<file path="src/rtl/tutankham_input_conditioner.sv">
// Host-input conditioner for the Tutankham core: synchronises and debounces raw buttons,
// shapes coin presses into fixed credit pulses and cleans up both joysticks.
module tutankham_input_conditioner #(
  parameter int TICK_DIV    = 49152,
  parameter int DEBOUNCE_MS = 5,
  parameter int COIN_MIN_MS = 50,
  parameter int COIN_GAP_MS = 50,
  parameter bit FOURWAY     = 1'b1
) (
  input  logic       clk_49m,
  input  logic       reset,
  input  logic       pause,
  input  logic [1:0] raw_coin,
  input  logic [1:0] raw_start,
  input  logic [3:0] raw_p1_joy,
  input  logic [3:0] raw_p2_joy,
  input  logic       raw_p1_fire,
  input  logic       raw_p2_fire,
  input  logic       raw_service,
  output logic [1:0] coin,
  output logic [1:0] start_buttons,
  output logic [3:0] left_joystick,
  output logic [3:0] right_joystick,
  output logic       p1_fire,
  output logic       p2_fire,
  output logic       btn_service
);

  localparam int NSYNC = 16;
  localparam int NDB   = 15;
  localparam int PW    = (TICK_DIV > 1) ? $clog2(TICK_DIV) : 1;
  localparam int DW    = $clog2(DEBOUNCE_MS + 1);
  localparam int CMAX  = (COIN_MIN_MS > COIN_GAP_MS) ? COIN_MIN_MS : COIN_GAP_MS;
  localparam int TW    = $clog2(CMAX + 1);

  localparam logic [PW-1:0] PRESC_LAST = PW'(TICK_DIV - 1);
  localparam logic [DW-1:0] DEB_LAST   = DW'(DEBOUNCE_MS - 1);
  localparam logic [TW-1:0] PULSE_LAST = TW'(COIN_MIN_MS - 1);
  localparam logic [TW-1:0] GAP_LAST   = TW'(COIN_GAP_MS - 1);

  typedef enum logic [1:0] {
    C_IDLE  = 2'd0,
    C_PULSE = 2'd1,
    C_GAP   = 2'd2
  } coin_state_t;

  function automatic logic [3:0] cancel_opposing(input logic [3:0] d);
    logic [3:0] c;
    c = d;
    if (d[0] && d[1]) begin
      c[1:0] = 2'b00;
    end else begin
      c[1:0] = d[1:0];
    end
    if (d[2] && d[3]) begin
      c[3:2] = 2'b00;
    end else begin
      c[3:2] = d[3:2];
    end
    return c;
  endfunction

  function automatic logic [1:0] lowest_idx(input logic [3:0] v);
    logic [1:0] idx;
    if (v[0]) begin
      idx = 2'd0;
    end else if (v[1]) begin
      idx = 2'd1;
    end else if (v[2]) begin
      idx = 2'd2;
    end else begin
      idx = 2'd3;
    end
    return idx;
  endfunction

  function automatic logic more_than_one(input logic [3:0] v);
    return |(v & (v - 4'd1));
  endfunction

  function automatic logic [3:0] onehot(input logic [1:0] idx);
    return 4'b0001 << idx;
  endfunction

  // Bit map: coin[1:0], start[3:2], p1 joy[7:4], p2 joy[11:8], p1 fire 12, p2 fire 13,
  // service 14, pause 15 (pause is synchronised but not debounced).
  logic [NSYNC-1:0] raw_s;
  logic [NSYNC-1:0] sync1_q;
  logic [NSYNC-1:0] sync2_q;
  logic             pause_s;

  assign raw_s   = {pause, raw_service, raw_p2_fire, raw_p1_fire,
                    raw_p2_joy, raw_p1_joy, raw_start, raw_coin};
  assign pause_s = sync2_q[15];

  always_ff @(posedge clk_49m or negedge reset) begin
    if (!reset) begin
      sync1_q <= {NSYNC{1'b0}};
      sync2_q <= {NSYNC{1'b0}};
    end else begin
      sync1_q <= raw_s;
      sync2_q <= sync1_q;
    end
  end

  logic [PW-1:0] presc_q;
  logic          tick_s;

  assign tick_s = (presc_q == PRESC_LAST);

  always_ff @(posedge clk_49m or negedge reset) begin
    if (!reset) begin
      presc_q <= {PW{1'b0}};
    end else if (tick_s) begin
      presc_q <= {PW{1'b0}};
    end else begin
      presc_q <= presc_q + PW'(1);
    end
  end

  logic [NDB-1:0] db_q;
  logic [NDB-1:0] db_d;
  logic [DW-1:0]  dcnt_q [NDB];
  logic [DW-1:0]  dcnt_d [NDB];

  always_comb begin
    db_d = db_q;
    for (int i = 0; i < NDB; i++) begin
      dcnt_d[i] = dcnt_q[i];
      if (tick_s) begin
        if (sync2_q[i] != db_q[i]) begin
          if (dcnt_q[i] == DEB_LAST) begin
            db_d[i]   = ~db_q[i];
            dcnt_d[i] = {DW{1'b0}};
          end else begin
            dcnt_d[i] = dcnt_q[i] + DW'(1);
          end
        end else begin
          dcnt_d[i] = {DW{1'b0}};
        end
      end else begin
        dcnt_d[i] = dcnt_q[i];
      end
    end
  end

  always_ff @(posedge clk_49m or negedge reset) begin
    if (!reset) begin
      db_q <= {NDB{1'b0}};
      for (int i = 0; i < NDB; i++) begin
        dcnt_q[i] <= {DW{1'b0}};
      end
    end else begin
      db_q <= db_d;
      for (int i = 0; i < NDB; i++) begin
        dcnt_q[i] <= dcnt_d[i];
      end
    end
  end

  // IDLE is only ever entered with the debounced coin low, so a high level there is a fresh edge.
  coin_state_t   cst_q  [2];
  logic [TW-1:0] ctmr_q [2];

  always_ff @(posedge clk_49m or negedge reset) begin
    if (!reset) begin
      coin <= 2'b00;
      for (int ch = 0; ch < 2; ch++) begin
        cst_q[ch]  <= C_IDLE;
        ctmr_q[ch] <= {TW{1'b0}};
      end
    end else if (tick_s && !pause_s) begin
      for (int ch = 0; ch < 2; ch++) begin
        case (cst_q[ch])
          C_IDLE: begin
            if (db_q[ch]) begin
              cst_q[ch]  <= C_PULSE;
              ctmr_q[ch] <= {TW{1'b0}};
              coin[ch]   <= 1'b1;
            end
          end
          C_PULSE: begin
            if (ctmr_q[ch] == PULSE_LAST) begin
              cst_q[ch]  <= C_GAP;
              ctmr_q[ch] <= {TW{1'b0}};
              coin[ch]   <= 1'b0;
            end else begin
              ctmr_q[ch] <= ctmr_q[ch] + TW'(1);
            end
          end
          C_GAP: begin
            if (ctmr_q[ch] == GAP_LAST) begin
              if (!db_q[ch]) begin
                cst_q[ch]  <= C_IDLE;
                ctmr_q[ch] <= {TW{1'b0}};
              end
            end else begin
              ctmr_q[ch] <= ctmr_q[ch] + TW'(1);
            end
          end
          default: begin
            cst_q[ch]  <= C_IDLE;
            ctmr_q[ch] <= {TW{1'b0}};
            coin[ch]   <= 1'b0;
          end
        endcase
      end
    end
  end

  logic [3:0] jc_s   [2];
  logic [3:0] jrise_s[2];
  logic [3:0] jprev_q[2];
  logic [3:0] jout_d [2];
  logic [1:0] ldir_q [2];
  logic [1:0] ldir_d [2];

  assign jc_s[0]    = cancel_opposing(db_q[7:4]);
  assign jc_s[1]    = cancel_opposing(db_q[11:8]);
  assign jrise_s[0] = jc_s[0] & ~jprev_q[0];
  assign jrise_s[1] = jc_s[1] & ~jprev_q[1];

  // The most recently pressed direction wins while several are held; simultaneous rises favour the lowest index.
  always_comb begin
    for (int p = 0; p < 2; p++) begin
      jout_d[p] = jc_s[p];
      if (jrise_s[p] != 4'b0000) begin
        ldir_d[p] = lowest_idx(jrise_s[p]);
      end else begin
        ldir_d[p] = ldir_q[p];
      end
      if (!FOURWAY || !more_than_one(jc_s[p])) begin
        jout_d[p] = jc_s[p];
      end else if (jc_s[p][ldir_d[p]]) begin
        jout_d[p] = onehot(ldir_d[p]);
      end else begin
        ldir_d[p] = lowest_idx(jc_s[p]);
        jout_d[p] = onehot(lowest_idx(jc_s[p]));
      end
    end
  end

  always_ff @(posedge clk_49m or negedge reset) begin
    if (!reset) begin
      start_buttons  <= 2'b00;
      left_joystick  <= 4'b0000;
      right_joystick <= 4'b0000;
      p1_fire        <= 1'b0;
      p2_fire        <= 1'b0;
      btn_service    <= 1'b0;
      for (int p = 0; p < 2; p++) begin
        jprev_q[p] <= 4'b0000;
        ldir_q[p]  <= 2'd0;
      end
    end else begin
      start_buttons  <= db_q[3:2];
      left_joystick  <= jout_d[0];
      right_joystick <= jout_d[1];
      p1_fire        <= db_q[12];
      p2_fire        <= db_q[13];
      btn_service    <= db_q[14];
      for (int p = 0; p < 2; p++) begin
        jprev_q[p] <= jc_s[p];
        ldir_q[p]  <= ldir_d[p];
      end
    end
  end

endmodule

</file>
<file path="config.mk">
export PLATFORM = sky130hd
export DESIGN_NAME = tutankham_input_conditioner
export DESIGN_NICKNAME = d
export VERILOG_FILES = /design/src/rtl/tutankham_input_conditioner.sv
export SDC_FILE = /design/constraint.sdc
export NUM_CORES = 1
export LEC_CHECK = 0
export BUFFER_PORTS_ARGS = -buffer_cell sky130_fd_sc_hd__buf_2
export CAP_MARGIN = 10
export CORE_MARGIN = 1
export CORE_UTILIZATION = 46
export CTS_BUF_LIST = sky130_fd_sc_hd__clkbuf_4 sky130_fd_sc_hd__clkbuf_8
export CTS_CLUSTER_SIZE = 8
export DETAILED_ROUTE_END_ITERATION = 12
export HOLD_SLACK_MARGIN = 0.05
export SETUP_SLACK_MARGIN = 0.02
export SKIP_CTS_REPAIR_TIMING = 1
export SYNTH_ARGS = -nofsm -noshare
export SYNTH_HDL_FRONTEND = slang
export SYNTH_SLANG_ARGS = --single-unit
</file>
<file path="constraint.sdc">
create_clock -name clk_49m -period 4.5 [get_ports clk_49m]
set_input_delay 0.45 -clock clk_49m [delete_from_list [all_inputs] [get_ports clk_49m]]
set_output_delay 0.45 -clock clk_49m [all_outputs]
set_load 0.005 [all_outputs]
</file>
==> impl_results.md, run 1 <==
- Outcome: completed
- Worst-Margin Slew: about 0.8 ns
- Number of I/O pins: 33
- Core area: 15300 sq um
- DRC: 0
- Port-buffer cells: 32
- Ant diodes: 0
- Slew Viols, Final: 0
- Largest net degree at the start of global routing: 84
- Vias per cell: 5.34
- # nets final: just under 800
- Total global routing overflow: 0
- DR iter-0 viols: about 280
- Final TNS setup: 0 ns
- Asr flop ratio synth: 100%
- Inst Count DP: approximately 910
- Register area share after synthesis: 52.3%
- Max clock buf depth: 2
- Max VDD drop: about 0.21 mV
- Routability congestion estimate: 0.932
- Sequential Area: 3780 sq um
- Total iterations of the first detailed-routing run: 4
- CTS root buffer: clkbuf_8
- Worst hold path class: primary input to asynchronous set/reset pin
- CTS tree: done
- Area of the multi-input gates: between 3000 and 4000 sq um
- Max_cap viols: 0
- Final setup viols: 0
- H-tree depth reported by CTS: 4
- Slew margin rel.: a little under half
- CP endpoint kind: flip-flop
- Total GRT Usage: 17.4%
- Layout cells sized above 1: 13.5%
- Arr. time, crit path: between 3 and 4 ns
- Setup CP Type: flip-flop to flip-flop
- Fillers: between 1000 and 1500
- Total CTS buffers: 17
- Clock-pin slew on the worst setup and hold paths: 0.08 ns
- Post-Syn Area: approximately 7200 sq um
- Post-route clock skew: roughly 0.012 ns
- Clock tree sinks: roughly 150
- Path depth of the worst reg2reg path: 6
- Synthesized instance count: approximately 690
- Synthesis-to-layout area growth: 10.8%
- Type of origin of the critical path: flip-flop
- Vias in the first global route: a little under 5000
- Fin. Hold Viols: 0
- Pre-CTS setup slack: around 1.8 ns
- Detailed-route via count: roughly 5000
- Top FF cell, synth: dfrtp_1
- Tmin final: around 2.7 ns
- Power Total: between 2 and 3 mW
- Dpl hpwl: slightly below 9000 um
- Max Fclk: ~360 MHz
- Period utilisation layout: 61.1%
- Die width: around 130 um
- Seq cells post-synth: 151
- Synth cell types: 60
- P per Cell Area: 313 nW/um^2
- Syn nets: between 700 and 800
- CP required: between 4 and 5 ns
- Syn_area_per_cell: about 11 sq um
- Post-synth EDFFs: 0
- Clock latency on the worst-skew pair: roughly 0.45 ns
- DR WL/cell: 13.7 um
- Leakage: 3.61 nW
- Worst Setup Slack, final: between 1.5 and 2 ns
- Cell Count, Final, Fillers Out: between 900 and 1000
- Standard-cell rows: between 40 and 50
- Starting Density: between 40% and 50%
- Die height: about 130 um
- Finished Core Util: 52.5%
- First-pass GRT wire length: around 22000 um
- Die ar.: ~16000 sq um
- Warnings from Yosys: 0
- Crit Path Max Fanout: 9
- Total wire length: between 10000 and 15000 um
- Antenna violations before repair: 0
- RSZ-0062 raised after global routing: false
- Post-detailed-route count of antenna-violating nets: 0
placed cells by master, fill, tap and decap left out, types with 3 or more instances in the layout:
cell,instances
inv_1,58
nor4_1,4
mux2_2,22
or3_1,3
clkinv_2,3
a21o_1,3
and3_1,3
nor2_1,29
xnor2_1,19
or4_1,3
nor3b_1,6
dfrtp_1,151
nand2b_1,11
a221oi_1,3
nand2_1,38
ha_1,45
o31ai_1,6
o22ai_1,4
nand3b_1,12
or2_2,3
a22o_1,7
o21bai_1,5
a211oi_1,3
clkbuf_8,18
o41ai_1,5
nor3_1,17
o211ai_1,4
buf_2,31
o21ai_0,63
bufinv_16,3
o211a_1,3
a21oi_1,19
a31oi_1,8
nor2b_1,10
clkinvlp_4,5
nand4b_1,4
xor2_1,7
nand3_1,46
nand4_1,7
layout make-up:
cell class | count | area share, %
clock buffers | 20 | 3.28
repair buffers | 35 | 2.52
inverters | 58 | 2.72
multi-input cells | 452 | 39.1
well taps | 211 | 3.30
clock inverters | 12 | 1.89
flip-flops and latches | 151 | 47.2
state kept, by name, indices dropped and copies added, names as in the netlist:
| name | cells |
|---|---|
| btn_service | 1 |
| start_buttons | 2 |
| sync2_q | 16 |
| sync1_q | 16 |
| cst_q | 4 |
| dcnt_q | 45 |
| p1_fire | 1 |
| right_joystick | 4 |
| jprev_q | 8 |
| left_joystick | 4 |
| ldir_q | 4 |
| db_q | 15 |
| coin | 2 |
| presc_q | 16 |
| p2_fire | 1 |
| ctmr_q | 12 |
power by group:
part / switching [mW] / internal, mW / leakage, nW
Combinational: 0.0348 / 0.0136 / 1.39
Clock: 0.505 / 0.573 / 0.198
Sequential: 0.00776 / 1.37 / 2.02
cell usage after synthesis, types with 12 or more instances:
| master | instances | area, sq um |
|---|---|---|
| xnor2_1 | 19 | 166 |
| mux2_2 | 22 | 248 |
| nor2_1 | 30 | 113 |
| dfrtp_1 | 151 | 3780 |
| o21ai_0 | 63 | 315 |
| clkbuf_1 | 20 | 75.1 |
| nand3_1 | 46 | 230 |
| nand2_1 | 38 | 143 |
| nor3_1 | 17 | 85.1 |
| nand3b_1 | 12 | 90.1 |
| ha_1 | 45 | 563 |
| a21oi_1 | 19 | 95.1 |
| inv_1 | 58 | 218 |
metrics by stage:
stage          hold slack, ns  instance area, sq um
6_report               0.0273                  8010
5_1_grt                0.0515                  8010
4_1_cts                0.0456                  8010
3_5_place_dp            0.336                  7590
3_3_place_gp            0.334                  7590
2_1_floorplan           0.154                  7230
logic make-up (layout without fill, tap and decap cells):
group                      count (synthesis)  count (layout)  synth area share [%]
AOI/OAI and AO/OA                        153             153                  13.6
xor gates and xnor gates                  26              26                  3.15
adders and majority gates                 45              45                  7.79
buffers and inverters                     85             125                  4.52
DFF                                      151             151                  52.3
muxes                                     23              23                  3.57
and+or+nand+nor                          205             205                  15.1
per-layer routing:
layer,wire [um],up-vias,track usage (%)
met4,107,0,4.83
met3,469,6,5.44
met2,6030,71,28.0
met5,0,-,0
met1,6250,2462,22.8
li1,-,2479,-
worst max-delay path, cell delays in order (launching register included):
cell	delay [ns]
dfrtp_1	0.39
ha_1	0.21
and4_1	0.28
nand3_1	0.35
nor4_1	0.77
o21ai_1	0.28
a211o_1	0.35
final timing paths:
| kind | start | slack [ns] | endpoint |
|---|---|---|---|
| max | presc_q[0] | 1.75 | ctmr_q[5] |
| min | reset | 0.03 | dcnt_q[39] |
| max reg2reg | presc_q[0] | 1.75 | ctmr_q[5] |
| min reg2reg | sync1_q[6] | 0.35 | sync2_q[6] |
| max in group asynchronous | reset | 3.42 | db_q[0] |
| min in group clk_49m | raw_p2_joy[3] | 0.10 | sync1_q[11] |
Note: power is estimated with default switching activity, not from simulation.
==> inputs of run 2 (changes only) <==
Settings changed: ABC_AREA from default to 1.
Clock period 4.5 ns to 2.25 ns, I/O delays scaled along.
==> impl_results.md, run 2 <==
- Outcome: completed
- Die width: 126 um
- Most used cell, CP: nand2_1
- Most common cell after layout, fill and taps aside: dfrtp_1
- Largest net degree at the start of global routing: 59
- Number of I/O pins: 33
- RSZ-0062 raised after global routing: true
- Area of the multi-input gates: about 2900 sq um
- Antenna violations before repair: 0
- P per Cell Area: roughly 630 nW/um^2
- Post-synth EDFFs: 0
- Max Fclk: between 400 and 500 MHz
- DRC: 0
- Final TNS setup: 0 ns
- Register area share after synthesis: a little over half
- Fin. Hold Viols: 0
- Worst hold path class: primary input to asynchronous set/reset pin
- Top cells by count, synth: dfrtp_1, nand2_1, inv_1
- CP max-delay cell: dfrtp_1
- Vias per cell: about 5
- Starting Density: ~47%
- CTS tree: done
- Final setup viols: 0
- Total GRT Usage: between 10% and 20%
- Worst Setup Slack, final: between 0.2 and 0.25 ns
- Critical Path Sink: ldir_q[1]
- Post-Syn Area: 7100 sq um
- Synth area leader: dfrtp_1
- Worst-path cell chain: inv_1, ha_1, nand2_1, nand2_1, nor2_1, nand2_1, nand2_2, nand2_1, nand2_1, nand2_1, nand2_1, nand2_1, o21ai_0
- Routability congestion estimate: about 0.83
- First-pass GRT wire length: 22400 um
- H-tree depth reported by CTS: 4
- Reg-to-Reg End: ldir_q[1]
- Total wire length: around 13000 um
- Detailed-route via count: between 5000 and 6000
- Pre-CTS setup slack: about 0.17 ns
- Fillers: 1323
- Count leader, synth: dfrtp_1
- Max FFs per register: 45
- Setup CP Type: flip-flop to flip-flop
- Synth top area share: 53.2%
- Synthesis-to-layout area growth: 15.9%
- Dpl hpwl: slightly below 9000 um
- Commonest cells after routing, fill and taps aside: dfrtp_1, nand2_1, inv_1
- Post-detailed-route count of antenna-violating nets: 0
- Warnings from Yosys: 0
- Sequential Area: 3780 sq um
- Path depth of the worst reg2reg path: 13
- Slew margin rel.: between 60% and 70%
- Die ar.: between 15000 and 20000 sq um
- Top FF cell, synth: dfrtp_1
- Total global routing overflow: 0
- CP peak stage delay: between 0.4 and 0.5 ns
- Syn_area_per_cell: 9.58 sq um
- Type of origin of the critical path: flip-flop
- Arr. time, crit path: between 2 and 2.5 ns
- Vias in the first global route: slightly above 5000
- R2R Setup Slk: ~0.22 ns
- Period utilisation layout: around nine tenths
- First element of the critical path: db_q[9]
- Post-route clock skew: between 0.015 and 0.02 ns
- CTS root buffer: clkbuf_8
- Synth cell types: 32
- Standard-cell rows: 45
- Clock-pin slew on the worst setup and hold paths: approximately 0.080 ns
- Total CTS buffers: 17
- CP required: between 2 and 3 ns
- Leakage: about 4 nW
- Ant diodes: 0
- R2r startpoint: db_q[9]
- Max_cap viols: 0
- Die height: between 100 and 150 um
- Asr flop ratio synth: 100%
- Seq cells post-synth: between 150 and 200
- Synthesized instance count: approximately 740
- Port-buffer cells: 32
- Worst-Margin Slew: ~0.57 ns
- Clock latency on the worst-skew pair: about 0.46 ns
- Syn nets: ~800
- Max clock buf depth: 2
- Max VDD drop: approximately 0.43 mV
- Core area: 15100 sq um
- CP endpoint kind: flip-flop
- Largest Register: dcnt_q
- Clock tree sinks: 151
- # nets final: just under 900
- Crit Path Max Fanout: 7
- Slew Viols, Final: 0
- Layout cells sized above 1: 12.4%
- DR iter-0 viols: 256
- DR WL/cell: between 10 and 15 um
- Tmin final: just over 2 ns
- Total iterations of the first detailed-routing run: 4
- Ranking of synthesized cells by area: dfrtp_1, ha_1, nand2_1
## run 2: cell count changes in the layout (fill, tap and decap cells not counted), sizes merged, moves of 11 or more
cell / change
xor2: +26
dlygate4sd3: +17
nand2: +81
nor3: -11
mux2: -22
nand3: +17
nand4: +28
nand2b: -11
inv: +52
## run 2: power by group
group	internal [mW]	switching (mW)
combinational	0.0476	0.0744
clock	1.26	1.05
sequential	2.74	0.0111
## run 2: critical path, delay by kind of cell, from the launching register on
| family | cells | cell delay (ns) |
|---|---|---|
| AND/OR/NAND/NOR | 10 | 0.94 |
| flip-flops | 1 | 0.42 |
| adder cells (fa/ha/maj) | 1 | 0.30 |
| AO/OA/AOI/OAI | 1 | 0.12 |
| buffers and inverters | 1 | 0.10 |
## run 2: layout make-up
type,instances,area share [%]
Sequential cell,151,45.9
Multi-Input combinational cell,470,34.9
Timing Repair Buffer,62,5.78
Inverter,109,5.01
Clock buffer,19,3.10
Tap cell,188,2.86
Clock inverter,13,2.37
## run 2: stage by stage
stage | hold slack [ns] | instances | power [mW] | cell area, sq um | util (%)
finish | 0.306 | 1012 | 5.18 | 8220 | 54.3
CTS | -0.255 | 994 | 5.24 | 8020 | 53.0
global route | 0.335 | 1012 | 5.38 | 8220 | 54.3
global placement | 0.241 | 962 | 2.91 | 7570 | 50.0
floorplan | -0.0706 | 741 | 2.82 | 7100 | -
detailed placement | 0.241 | 962 | 2.91 | 7570 | 50.0
## run 2: layer usage
layer | track usage, % | wire length, um | up-vias
met2 | 29.3 | 6170 | 75
li1 | - | - | 2569
met4 | 6.38 | 167 | 0
met5 | 0 | 0 | -
met3 | 4.72 | 420 | 17
met1 | 21.7 | 6000 | 2496
## run 2: worst min path at each step
stage,end,slack (ns),cells after the start
2_1_floorplan,btn_service,-0.07,0
3_3_place_gp,jprev_q[5],0.24,1
3_5_place_dp,left_joystick[0],0.24,1
4_1_cts,left_joystick[0],-0.26,1
5_1_grt,db_q[4],0.34,2
6_report,left_joystick[0],0.31,2
## run 2: kinds of logic (layout without fill, tap and decap cells)
group	count (synthesis)	in the layout	share of synthesized area, %
adders and majority gates	45	45	7.93
DFF	151	151	53.2
and+or+nand+nor	268	268	18.0
buffers and inverters	120	203	6.51
AOI/OAI and AO/OA	107	107	8.15
xor gates and xnor gates	50	50	6.17
==> inputs of run 3 (changes only) <==
Settings changed: GPL_TIMING_DRIVEN from default to 0.
==> impl_results.md, run 3 (synthesized netlist as in run 2, its figures left out) <==
- Outcome: completed
- CP endpoint kind: flip-flop
- Slew Viols, Final: 0
- Largest net degree at the start of global routing: approximately 100
- Sw Share: a little under a quarter
- CTS root buffer: clkbuf_8
- Period utilisation layout: between 90% and 100%
- Starting Density: 46.9%
- Largest Register: dcnt_q
- Clock-pin slew on the worst setup and hold paths: about 0.080 ns
- Total iterations of the first detailed-routing run: 5
- Synthesis-to-layout area growth: 14.8%
- Seq pwr share: a little over half
- Vias per cell: about 5
- Die ar.: around 16000 sq um
- Clock tree sinks: between 150 and 200
- DR WL/cell: between 10 and 15 um
- Leakage: between 3 and 4 nW
- Sw power: approximately 1.1 mW
- Final setup viols: 0
- Worst-Margin Slew: between 0.6 and 0.7 ns
- Die height: approximately 130 um
- Total wire length: around 14000 um
- Worst Setup Slack, final: 0.129 ns
- Slew margin rel.: ~58%
- First-pass GRT wire length: between 20000 and 25000 um
- Setup CP Type: flip-flop to flip-flop
- Total CTS buffers: 17
- Clock power frac: about 43%
- Core area: 15100 sq um
- Max FFs per register: 45
- Comb pwr share: ~2.3%
- Detailed-route via count: roughly 5200
- Total GRT Usage: 18.8%
- H-tree depth reported by CTS: 4
- Max Fclk: between 400 and 500 MHz
- RSZ-0062 raised after global routing: true
- Port-buffer cells: 32
- P per Cell Area: 619 nW/um^2
- CTS tree: done
- Tmin final: roughly 2.1 ns
- Number of I/O pins: 33
- Layout cells sized above 1: between 10 and 15%
- Vias in the first global route: 5177
- Internal power: roughly 4 mW
- Crit Path Max Fanout: 6
- Ant diodes: 0
- DR iter-0 viols: a little under 300
- CP required: 2.53 ns
- Routability congestion estimate: around 0.8
- Most common cell after layout, fill and taps aside: dfrtp_1
- Die width: roughly 130 um
- Type of origin of the critical path: flip-flop
- Total global routing overflow: 0
- Max VDD drop: 0.351 mV
- Post-detailed-route count of antenna-violating nets: 0
- Fin. Hold Viols: 0
- DRC: 0
- Final TNS setup: 0 ns
- Path depth of the worst reg2reg path: 12
- Arr. time, crit path: between 2 and 2.5 ns
- Dpl hpwl: between 9000 and 10000 um
- Clock latency on the worst-skew pair: 0.45 ns
- Hold slack: around 0.29 ns
- Worst hold path class: primary input to asynchronous set/reset pin
- Standard-cell rows: 45
- Max clock buf depth: 2
- Finished Core Util: a little over half
- Max_cap viols: 0
- Pre-CTS setup slack: 0.0330 ns
- # nets final: about 900
- Cell Count, Final, Fillers Out: between 1000 and 1500
- Post-route clock skew: 0.00991 ns
- Inst Count DP: ~960
- Commonest cells after routing, fill and taps aside: dfrtp_1, nand2_1, inv_1
- Antenna violations before repair: 0
==> run 3: cell count changes in the layout (fill, tap and decap cells not counted), sizes merged <==
cell / previous run / this run
buf: 45 / 41
clkbuf: 19 / 22
inv: 111 / 113
bufinv: 4 / 3
clkinv: 4 / 3
clkinvlp: 3 / 4
==> run 3: routing by layer <==
| layer | routed length (um) | global-route usage, % |
|---|---|---|
| met5 | 0 | 0 |
| met4 | 162 | 5.67 |
| met1 | 6240 | 23.4 |
| met3 | 410 | 5.10 |
| met2 | 6860 | 31.8 |
==> run 3: path summary, 6_finish.rpt <==
kind / slack, ns / start / to
min in group clk_49m: 0.35 / sync1_q[14] / sync2_q[14]
hold / removal: 0.29 / reset / left_joystick[1]
max in group asynchronous: 1.10 / reset / ldir_q[1]
hold reg to reg: 0.35 / sync1_q[14] / sync2_q[14]
setup / recovery: 0.13 / db_q[4] / ldir_q[3]
setup reg to reg: 0.13 / db_q[4] / ldir_q[3]
==> run 3: cell type report <==
cell class	count	area, sq um
Buffer	11	61.3
Tap cell	188	235
Multi-Input combinational cell	470	2880
Inverter	109	409
Sequential cell	151	3780
Timing Repair Buffer	51	372
Fill cell	1342	7000
Clock buffer	18	241
Clock inverter	14	174
==> run 3: critical path, stage by stage (launching register included) <==
cell and delay [ns]:
dfrtp_1 0.40, inv_1 0.09, ha_1 0.26, nand2_1 0.13, nand2_1 0.08, inv_1 0.07
nand4_1 0.18, nand2_2 0.19, nand2_1 0.09, nand3_2 0.11, inv_1 0.07, a21oi_2 0.15
o21ai_0 0.15
==> run 3: metrics by stage <==
stage	instance area [sq um]	total power, mW
global route	8150	5.26
CTS	7940	5.11
finish	8150	5.04
global placement	7490	2.89
floorplan	7100	2.82
detailed placement	7530	2.90
==> run 3: power by group through the flow <==
| stage | combinational [mW] | clock, mW | sequential [mW] |
|---|---|---|---|
| floorplan | 0.0155 | 0 | 2.80 |
| global placement | 0.0878 | 0 | 2.81 |
| detailed placement | 0.0973 | 0 | 2.81 |
| CTS | 0.0980 | 2.26 | 2.75 |
| global route | 0.134 | 2.37 | 2.76 |
| finish | 0.116 | 2.17 | 2.75 |
